### src/rtl/flipper_pkg.sv
// Shared flipper definitions: register offsets,
// interrupt source indices, debouncer states.
package flipper_pkg;

  localparam int unsigned NUM_SRC = 14;

  localparam logic [9:0] OFS_INTSR   = 10'h000;
  localparam logic [9:0] OFS_INTMR   = 10'h001;
  localparam logic [9:0] OFS_CONSOLE = 10'h00B;

  localparam int unsigned SRC_GPERR    = 0;
  localparam int unsigned SRC_RSW      = 1;
  localparam int unsigned SRC_DI       = 2;
  localparam int unsigned SRC_SI       = 3;
  localparam int unsigned SRC_EXI      = 4;
  localparam int unsigned SRC_AI       = 5;
  localparam int unsigned SRC_DSP      = 6;
  localparam int unsigned SRC_MEM      = 7;
  localparam int unsigned SRC_VI       = 8;
  localparam int unsigned SRC_PETOKEN  = 9;
  localparam int unsigned SRC_PEFINISH = 10;
  localparam int unsigned SRC_CP       = 11;
  localparam int unsigned SRC_DEBUG    = 12;
  localparam int unsigned SRC_HSP      = 13;

  typedef enum logic {
    DB_STABLE   = 1'b0,
    DB_COUNTING = 1'b1
  } db_state_e;

endpackage

### src/rtl/pi_debounce.sv
// Reset-switch synchronizer and debounce FSM.
// rsw_rise pulses on the cycle rsw_state goes 0->1.
module pi_debounce
  import flipper_pkg::*;
#(
  parameter logic [15:0] DEBOUNCE_CYCLES = 16'd1000
) (
  input  logic clk,
  input  logic resetn,
  input  logic sw_async,
  output logic rsw_state,
  output logic rsw_rise
);

  localparam logic [15:0] CNT_LAST =
    DEBOUNCE_CYCLES - 16'd1;

  logic        sync1_q, sync1_d;
  logic        sync2_q, sync2_d;
  logic        rsw_q, rsw_d;
  logic [15:0] cnt_q, cnt_d;
  db_state_e   state_q, state_d;

  // Next state: sync chain, stability counter.
  always_comb begin
    sync1_d  = sw_async;
    sync2_d  = sync1_q;
    state_d  = state_q;
    cnt_d    = cnt_q;
    rsw_d    = rsw_q;
    rsw_rise = 1'b0;
    unique case (state_q)
      DB_STABLE: begin
        if (sync2_q != rsw_q) begin
          state_d = DB_COUNTING;
          cnt_d   = 16'd0;
        end
      end
      DB_COUNTING: begin
        if (sync2_q == rsw_q) begin
          state_d = DB_STABLE;
        end else if (cnt_q == CNT_LAST) begin
          rsw_d    = sync2_q;
          state_d  = DB_STABLE;
          cnt_d    = 16'd0;
          rsw_rise = sync2_q;
        end else begin
          cnt_d = cnt_q + 16'd1;
        end
      end
    endcase
  end

  // State register with synchronous reset.
  always_ff @(posedge clk) begin
    if (!resetn) begin
      sync1_q <= 1'b0;
      sync2_q <= 1'b0;
      rsw_q   <= 1'b0;
      cnt_q   <= 16'd0;
      state_q <= DB_STABLE;
    end else begin
      sync1_q <= sync1_d;
      sync2_q <= sync2_d;
      rsw_q   <= rsw_d;
      cnt_q   <= cnt_d;
      state_q <= state_d;
    end
  end

  assign rsw_state = rsw_q;

endmodule

### src/rtl/pi_interrupt_ctrl.sv
// Processor-interface interrupt controller:
// cause/mask registers, console ID, cpu_int.
module pi_interrupt_ctrl
  import flipper_pkg::*;
#(
  parameter logic [15:0] BASE_ADDR       = 16'h3000,
  parameter logic [13:0] LEVEL_SRC       = 14'h0000,
  parameter logic [15:0] DEBOUNCE_CYCLES = 16'd1000,
  parameter logic [31:0] CONSOLE_TYPE    = 32'h1000_0006
) (
  input  logic        clk,
  input  logic        resetn,
  input  logic        CPURead,
  input  logic        CPUWrite,
  input  logic [15:0] CPUAddress,
  input  logic [31:0] CPUWriteData,
  output logic [31:0] CPUReadData,
  input  logic [13:0] irq_src,
  input  logic        reset_sw,
  output logic        cpu_int
);

  // The RSW slot is always sticky, never level.
  localparam logic [13:0] RSW_BIT =
    14'd1 << SRC_RSW;
  localparam logic [13:0] LVL =
    LEVEL_SRC & ~RSW_BIT;

  logic [13:0] cause_q, cause_d;
  logic [13:0] mask_q, mask_d;
  logic        int_q, int_d;

  logic        sel;
  logic [9:0]  ofs;
  logic        wr_intsr, wr_intmr;
  logic        rsw_state, rsw_rise;
  logic [13:0] set_v, clr_v, sticky_v;
  logic        unused_bits;

  assign sel = CPUAddress[15:12] == BASE_ADDR[15:12];
  assign ofs = CPUAddress[11:2];
  assign wr_intsr = CPUWrite && sel && ofs == OFS_INTSR;
  assign wr_intmr = CPUWrite && sel && ofs == OFS_INTMR;
  assign unused_bits =
    ^{CPURead, CPUWriteData[31:14], CPUAddress[1:0]};

  pi_debounce #(
    .DEBOUNCE_CYCLES(DEBOUNCE_CYCLES)
  ) u_debounce (
    .clk      (clk),
    .resetn   (resetn),
    .sw_async (reset_sw),
    .rsw_state(rsw_state),
    .rsw_rise (rsw_rise)
  );

  // Read mux; zero when unselected or unmapped.
  always_comb begin
    CPUReadData = 32'h0;
    if (sel) begin
      unique case (ofs)
        OFS_INTSR:
          CPUReadData = {15'd0, rsw_state, 2'd0, cause_q};
        OFS_INTMR:
          CPUReadData = {18'd0, mask_q};
        OFS_CONSOLE:
          CPUReadData = CONSOLE_TYPE;
        default:
          CPUReadData = 32'h0;
      endcase
    end
  end

  // Cause/mask update; set wins over W1C clear.
  always_comb begin
    set_v          = irq_src;
    set_v[SRC_RSW] = rsw_rise;
    clr_v          = wr_intsr ? CPUWriteData[13:0] : 14'd0;
    sticky_v       = (cause_q & ~clr_v) | set_v;
    cause_d        = (LVL & irq_src) | (~LVL & sticky_v);
    mask_d         = wr_intmr ? CPUWriteData[13:0] : mask_q;
    int_d          = |(cause_q & mask_q);
  end

  // Register state with synchronous reset.
  always_ff @(posedge clk) begin
    if (!resetn) begin
      cause_q <= 14'd0;
      mask_q  <= 14'd0;
      int_q   <= 1'b0;
    end else begin
      cause_q <= cause_d;
      mask_q  <= mask_d;
      int_q   <= int_d;
    end
  end

  assign cpu_int = int_q;

endmodule

### config.mk
export PLATFORM = sky130hd
export DESIGN_NAME = pi_interrupt_ctrl
export DESIGN_NICKNAME = d
export VERILOG_FILES = /design/src/rtl/flipper_pkg.sv /design/src/rtl/pi_debounce.sv /design/src/rtl/pi_interrupt_ctrl.sv
export SDC_FILE = /design/constraint.sdc
export NUM_CORES = 1
export LEC_CHECK = 0
export ABC_CLOCK_PERIOD_IN_PS = 4200
export BUFFER_PORTS_ARGS = -buffer_cell sky130_fd_sc_hd__buf_4
export CAP_MARGIN = 15
export CORE_MARGIN = 2
export CORE_UTILIZATION = 40
export DETAILED_ROUTE_END_ITERATION = 8
export PLACE_DENSITY = 0.64
export REMOVE_ABC_BUFFERS = 1
export SLEW_MARGIN = 20
export SYNTH_ARGS = -nofsm -noshare
export SYNTH_HDL_FRONTEND = slang
export SYNTH_SLANG_ARGS = --single-unit
### constraint.sdc
create_clock -name clk -period 4.2 [get_ports clk]
set_input_delay 1.05 -clock clk [delete_from_list [all_inputs] [get_ports clk]]
set_output_delay 1.05 -clock clk [all_outputs]
set_load 0.01 [all_outputs]
# --- Word-level counts from Yosys, hierarchy flattened ---
# Cells that the tools add are included.
op_classes:
  mul: 0
  n_eq_ne: 8
  shifts: 0
  n_mux: 14
  n_lt_le_gt_ge: 0
  bitwise_logic: 6
  reduce_logical: 7
  div: 0
  n_addsub: 1
ops:
  columns: ["cell", "count"]
  rows:
  - ["29-bit case mux with 3 select lines", 1]
  - ["16-bit two-way mux", 3]
  - ["32-bit two-way mux", 1]
  - ["16-bit case mux with 2 select lines", 1]
  - ["14-bit AND", 2]
  - ["16-bit by 1-bit adder with 16-bit output (second input constant)", 1]
  - ["16-bit by 10-bit == test with 1-bit output (second input constant)", 1]
  - ["14-bit two-way mux", 1]
  - ["14-bit inverter", 1]
  - ["14-bit OR", 1]
  - ["14-bit OR reduction", 1]
  - ["10-bit by 1-bit == test with 1-bit output (second input constant)", 1]
  - ["10-bit by 4-bit == test with 1-bit output (second input constant)", 1]
  - ["10-bit logical NOT", 1]
  - ["1-bit two-way mux", 6]
  - ["4-bit by 2-bit == test with 1-bit output (second input constant)", 1]
  - ["1-bit logical AND", 3]
  - ["3-bit AND reduction", 1]
  - ["2-bit by 1-bit != test with 1-bit output (second input constant)", 1]
  - ["2-bit != test (second input constant)", 1]
  - ["1-bit inverter", 2]
  - ["1-bit case mux with 2 select lines", 1]
  - ["2-bit AND reduction", 1]
  - ["1-bit == test", 1]
  - ["1-bit != test", 1]
totals:
  regBits: 49
  ramBits: 0
  romBits: 0
  out_inout_bits: 33
  latchBits: 0
  memories: 0
  word_cells: 44
  in_bits: 67

# --- Logic depth before layout (Yosys ltp) ---
logic_depth:
  ltp_word: 7
  depth_mapped: 6
  ltp_nobuf: 5

# --- By module ---
# Synthesis repeated with hierarchy kept, for this count alone.
hier_totals:
  hier_cells: 306
  area_unflattened_um2: 2547.4
modules_own_cells:
  columns: ["module", "n_inst", "cells_each", "area_each_um2", "seq_area_each_um2"]
  rows:
  - ["pi_interrupt_ctrl", 1, 201, 1644.1, 580.6]
  - ["pi_debounce", 1, 105, 903.4, 400.4]

# --- Worst setup path after synthesis ---
# No wires, ideal clock.
synth_path:
  kind: "input port to output port"
  startpoint: "input port CPUAddress[9]"
  endpoint: "output port CPUReadData[10]"
  slack_ns: 0.689
  arrival_time_ns: 2.461
  stages: 5
  path_buffers: 1
  t_required_ns: 3.150
  path_cell_list: "or4_4 > nor4_4 > buf_2 > a22oi_1 > nor2_1"
synth_between:
  elab_chain_len: 3
  word_cells_on_any_way: 5
  cone_classes: "eq/ne: 2; mux: 2; reduce/logical: 1"
synth_rtl:
  columns: ["item", "line", "rtl"]
  rows:
  - ["start, declared", "pi_interrupt_ctrl.sv:15", "input logic [15:0] CPUAddress,"]
  - ["10-bit by 4-bit == test with 1-bit output (tied with other cells)", "pi_interrupt_ctrl.sv:61", "unique case (ofs)"]
  - ["29-bit case mux with 3 select lines (*)", "pi_interrupt_ctrl.sv:61", null]
  - ["32-bit two-way mux (*)", "pi_interrupt_ctrl.sv:60", "if (sel) begin"]
  - ["end, declared", "pi_interrupt_ctrl.sv:17", "output logic [31:0] CPUReadData,"]
# Every way passes the cells marked *; elsewhere a longest branch is shown, timed or not.

# --- Worst setup path in the final report ---
layout_path:
  startpoint: "input port CPUAddress[9]"
  endpoint: "output port CPUReadData[2]"
# Same word-level chain as after synthesis.

==> results_dict.tcl <==
set metrics [dict create \
    cts_hold_buf 0 \
    clock_skew_ns 0.00968 \
    min_path_cells 1 \
    multi_input_area_mm2 0.00161 \
    clock_power_share 0.331 \
    die_y_um 87.3 \
    path_clk_slew_ns 0.09 \
    setup_viol 0 \
    p_int_uw 633 \
    cp.arrival_ns 2.73 \
    syn-cell-area_mm2 0.00278 \
    dpl.hpwl_mm 4.88 \
    cts.repair.resized 0 \
    sw_frac_of_total 0.251 \
    cp_max_fo 12 \
    cts_tree "done" \
    clk_path_buf_depth 2 \
    grt_pass1_wl_mm 11.0 \
    diodes 0 \
    clockRootBuffer "clkbuf_8" \
    die_w_um 87.3 \
    antenna_found_initial 0 \
    drt.antenna.violating_nets 0 \
    worst_pin_slew_ns 1.11 \
    finalMaxSlewViolations 0 \
    synth_flop_cell "dfxtp_1" \
    r2r_cells 5 \
    clock_latency_ns 0.30 \
    ys_top_cells_by_area "dfxtp_1 35%, mux2i_1 7.2%, nand2_1 5.4%, buf_4 4.6%, a22oi_1 4.3%" \
    synth-seq-cells 49 \
    io_pins 100 \
    leakage_uw 0.00121 \
    grt-ovfl-total 0 \
    hold_viol_final 0 \
    firstDrtPassIters 4 \
    synth_edf_count 0 \
    synthArstFlopShare 0 \
    hold_class "flip-flop to flip-flop" \
    cts_sinks 49 \
    totalPowerFinal_uw 844 \
    maxSlewHeadroom 0.259 \
    wirelength_mm 6.85 \
    row_count 30 \
    drc 0 \
    numCtsBuffers 5 \
    status "finished, final reports clean" \
    crit_type "input port to output pin" \
    register_area_um2 981 \
    vias 2574 \
    post-route-period-util 0.900 \
    coreArea_mm2 0.00676 \
    gp_congestion 0.899 \
    grt_start_max_net_pins 49 \
    syn_inst 324 \
    fin_tns_setup_ns 0 \
    fillers 672 \
    synth_top_cell_area_share 0.353 \
    area_growth_pct 18.4 \
    io_buffers 61 \
    htree_levels 2 \
    wl_per_cell_um 15.0 \
    cp.required_ns 3.15 \
    vias_per_cell 5.63 \
    synth.avg_cell_area_um2 8.57 \
    yosysSeqAreaShare 0.353 \
    synth_common_cells "49 x dfxtp_1, 40 x nand2_1, 21 x nor2_1, 20 x mux2i_1, 17 x buf_4" \
    powerDensity_mw_per_mm2 257 \
    ys_warn_count 0 \
    post_cts_buffers 0 \
    synth_area_leader_cell "dfxtp_1" \
    grt.total_usage 0.179 \
    start_util 0.411 \
    p_sw_uw 212 \
    dieArea_mm2 0.00762 \
    start_kind "input port" \
    post-synth-top-count-cell "dfxtp_1" \
    cap_violations 0 \
    combinationalPowerShare 0.098 \
    grt_setup_unrepaired "no" \
    max_freq_mhz 265 \
    p_seq_frac 0.571 \
    first_global_vias 2258 \
    nets 444 \
    yosysUniqueCellTypes 47 \
    drive_gt1_frac 0.212 \
    end_kind "output pin" \
    drtIter0Drc 193 \
    finalCriticalPeriod_ns 3.78 \
    vdd_drop_max_mv 0.165 \
]
## through the flow
stage | cells | area [um2] | utilization | worst slack, ns | hold WS (ns)
after global placement | 449 | 3200 | 0.474 | 0.431 | 0.449
after floorplan | 305 | 2620 | - | 0.563 | 0.412
after detailed placement | 449 | 3200 | 0.474 | 0.408 | 0.453
after global routing | 457 | 3290 | 0.486 | 0.321 | 0.482
final | 457 | 3290 | 0.486 | 0.422 | 0.467
after CTS | 457 | 3290 | 0.486 | 0.407 | 0.475
## routing by layer
metal	routed length, um	GRT usage	vias up
met5	0	0	-
met4	37	0.0462	0
met3	411	0.0379	4
li1	-	-	1277
met1	3350	0.265	1200
met2	3050	0.264	93
## critical path, cell delays in order
cell	delay [ns]
buf_4	0.11
or4_4	0.59
nor4_4	0.31
buf_4	0.25
a22oi_1	0.10
a21oi_1	0.16
buf_4	0.15
## power by group through the flow
stage | Clock, uW | Combinational (uW) | Sequential, uW
finish | 280 | 82.6 | 482
global placement | 0 | 81.2 | 493
detailed placement | 0 | 83.1 | 493
floorplan | 0 | 37.3 | 490
global route | 307 | 92.4 | 483
CTS | 291 | 83.2 | 482
## placed cells by master (no fill, tap or decap), types with 6 or more instances in the layout
cell,count
inv_1,7
and2_1,6
a22oi_1,16
a21boi_0,13
nand4b_1,7
conb_1,16
mux2i_1,20
buf_4,64
o21a_1,16
nand4_1,13
a31oi_1,14
nor2_1,21
dfxtp_1,49
nand3_1,10
nand2_1,40
## sequential cells by signal, indices dropped and copies added, names as in the netlist
name                  flops
u_debounce.rsw_state      1
cause_q                  14
u_debounce.cnt_q         16
cpu_int                   1
u_debounce.sync2_q        1
mask_q                   14
u_debounce.sync1_q        1
u_debounce.state_q        1
## kinds of logic (layout without fill, tap and decap cells)
group	after synthesis	count (layout)	synth area share
buffers and inverters	42	80	0.0874
muxes	20	20	0.0721
adders and majority gates	1	1	0.00451
other	1	16	0.00135
DFF	49	49	0.353
AOI/OAI and AO/OA	75	75	0.192
xor gates and xnor gates	2	2	0.00631
and+or+nand+nor	134	134	0.283
## final cells by class
type / instances / share of cell area
sequential: 49 / 0.298
clock buffer: 5 / 0.0209
clock inverter: 3 / 0.00533
inverter: 8 / 0.00914
timing repair buffer: 64 / 0.146
multi-input combinational: 248 / 0.490
tap: 80 / 0.0305
## path summary, 6_finish.rpt
kind	startpoint	slack [ns]	to
setup / recovery	CPUAddress[9]	0.42	CPUReadData[2]
hold / removal	u_debounce.sync1_q	0.47	u_debounce.sync2_q
setup reg to reg	u_debounce.cnt_q[0]	1.66	u_debounce.rsw_state
hold reg to reg	u_debounce.sync1_q	0.47	u_debounce.sync2_q
No activity file was read; power rests on OpenSTA's default activity.
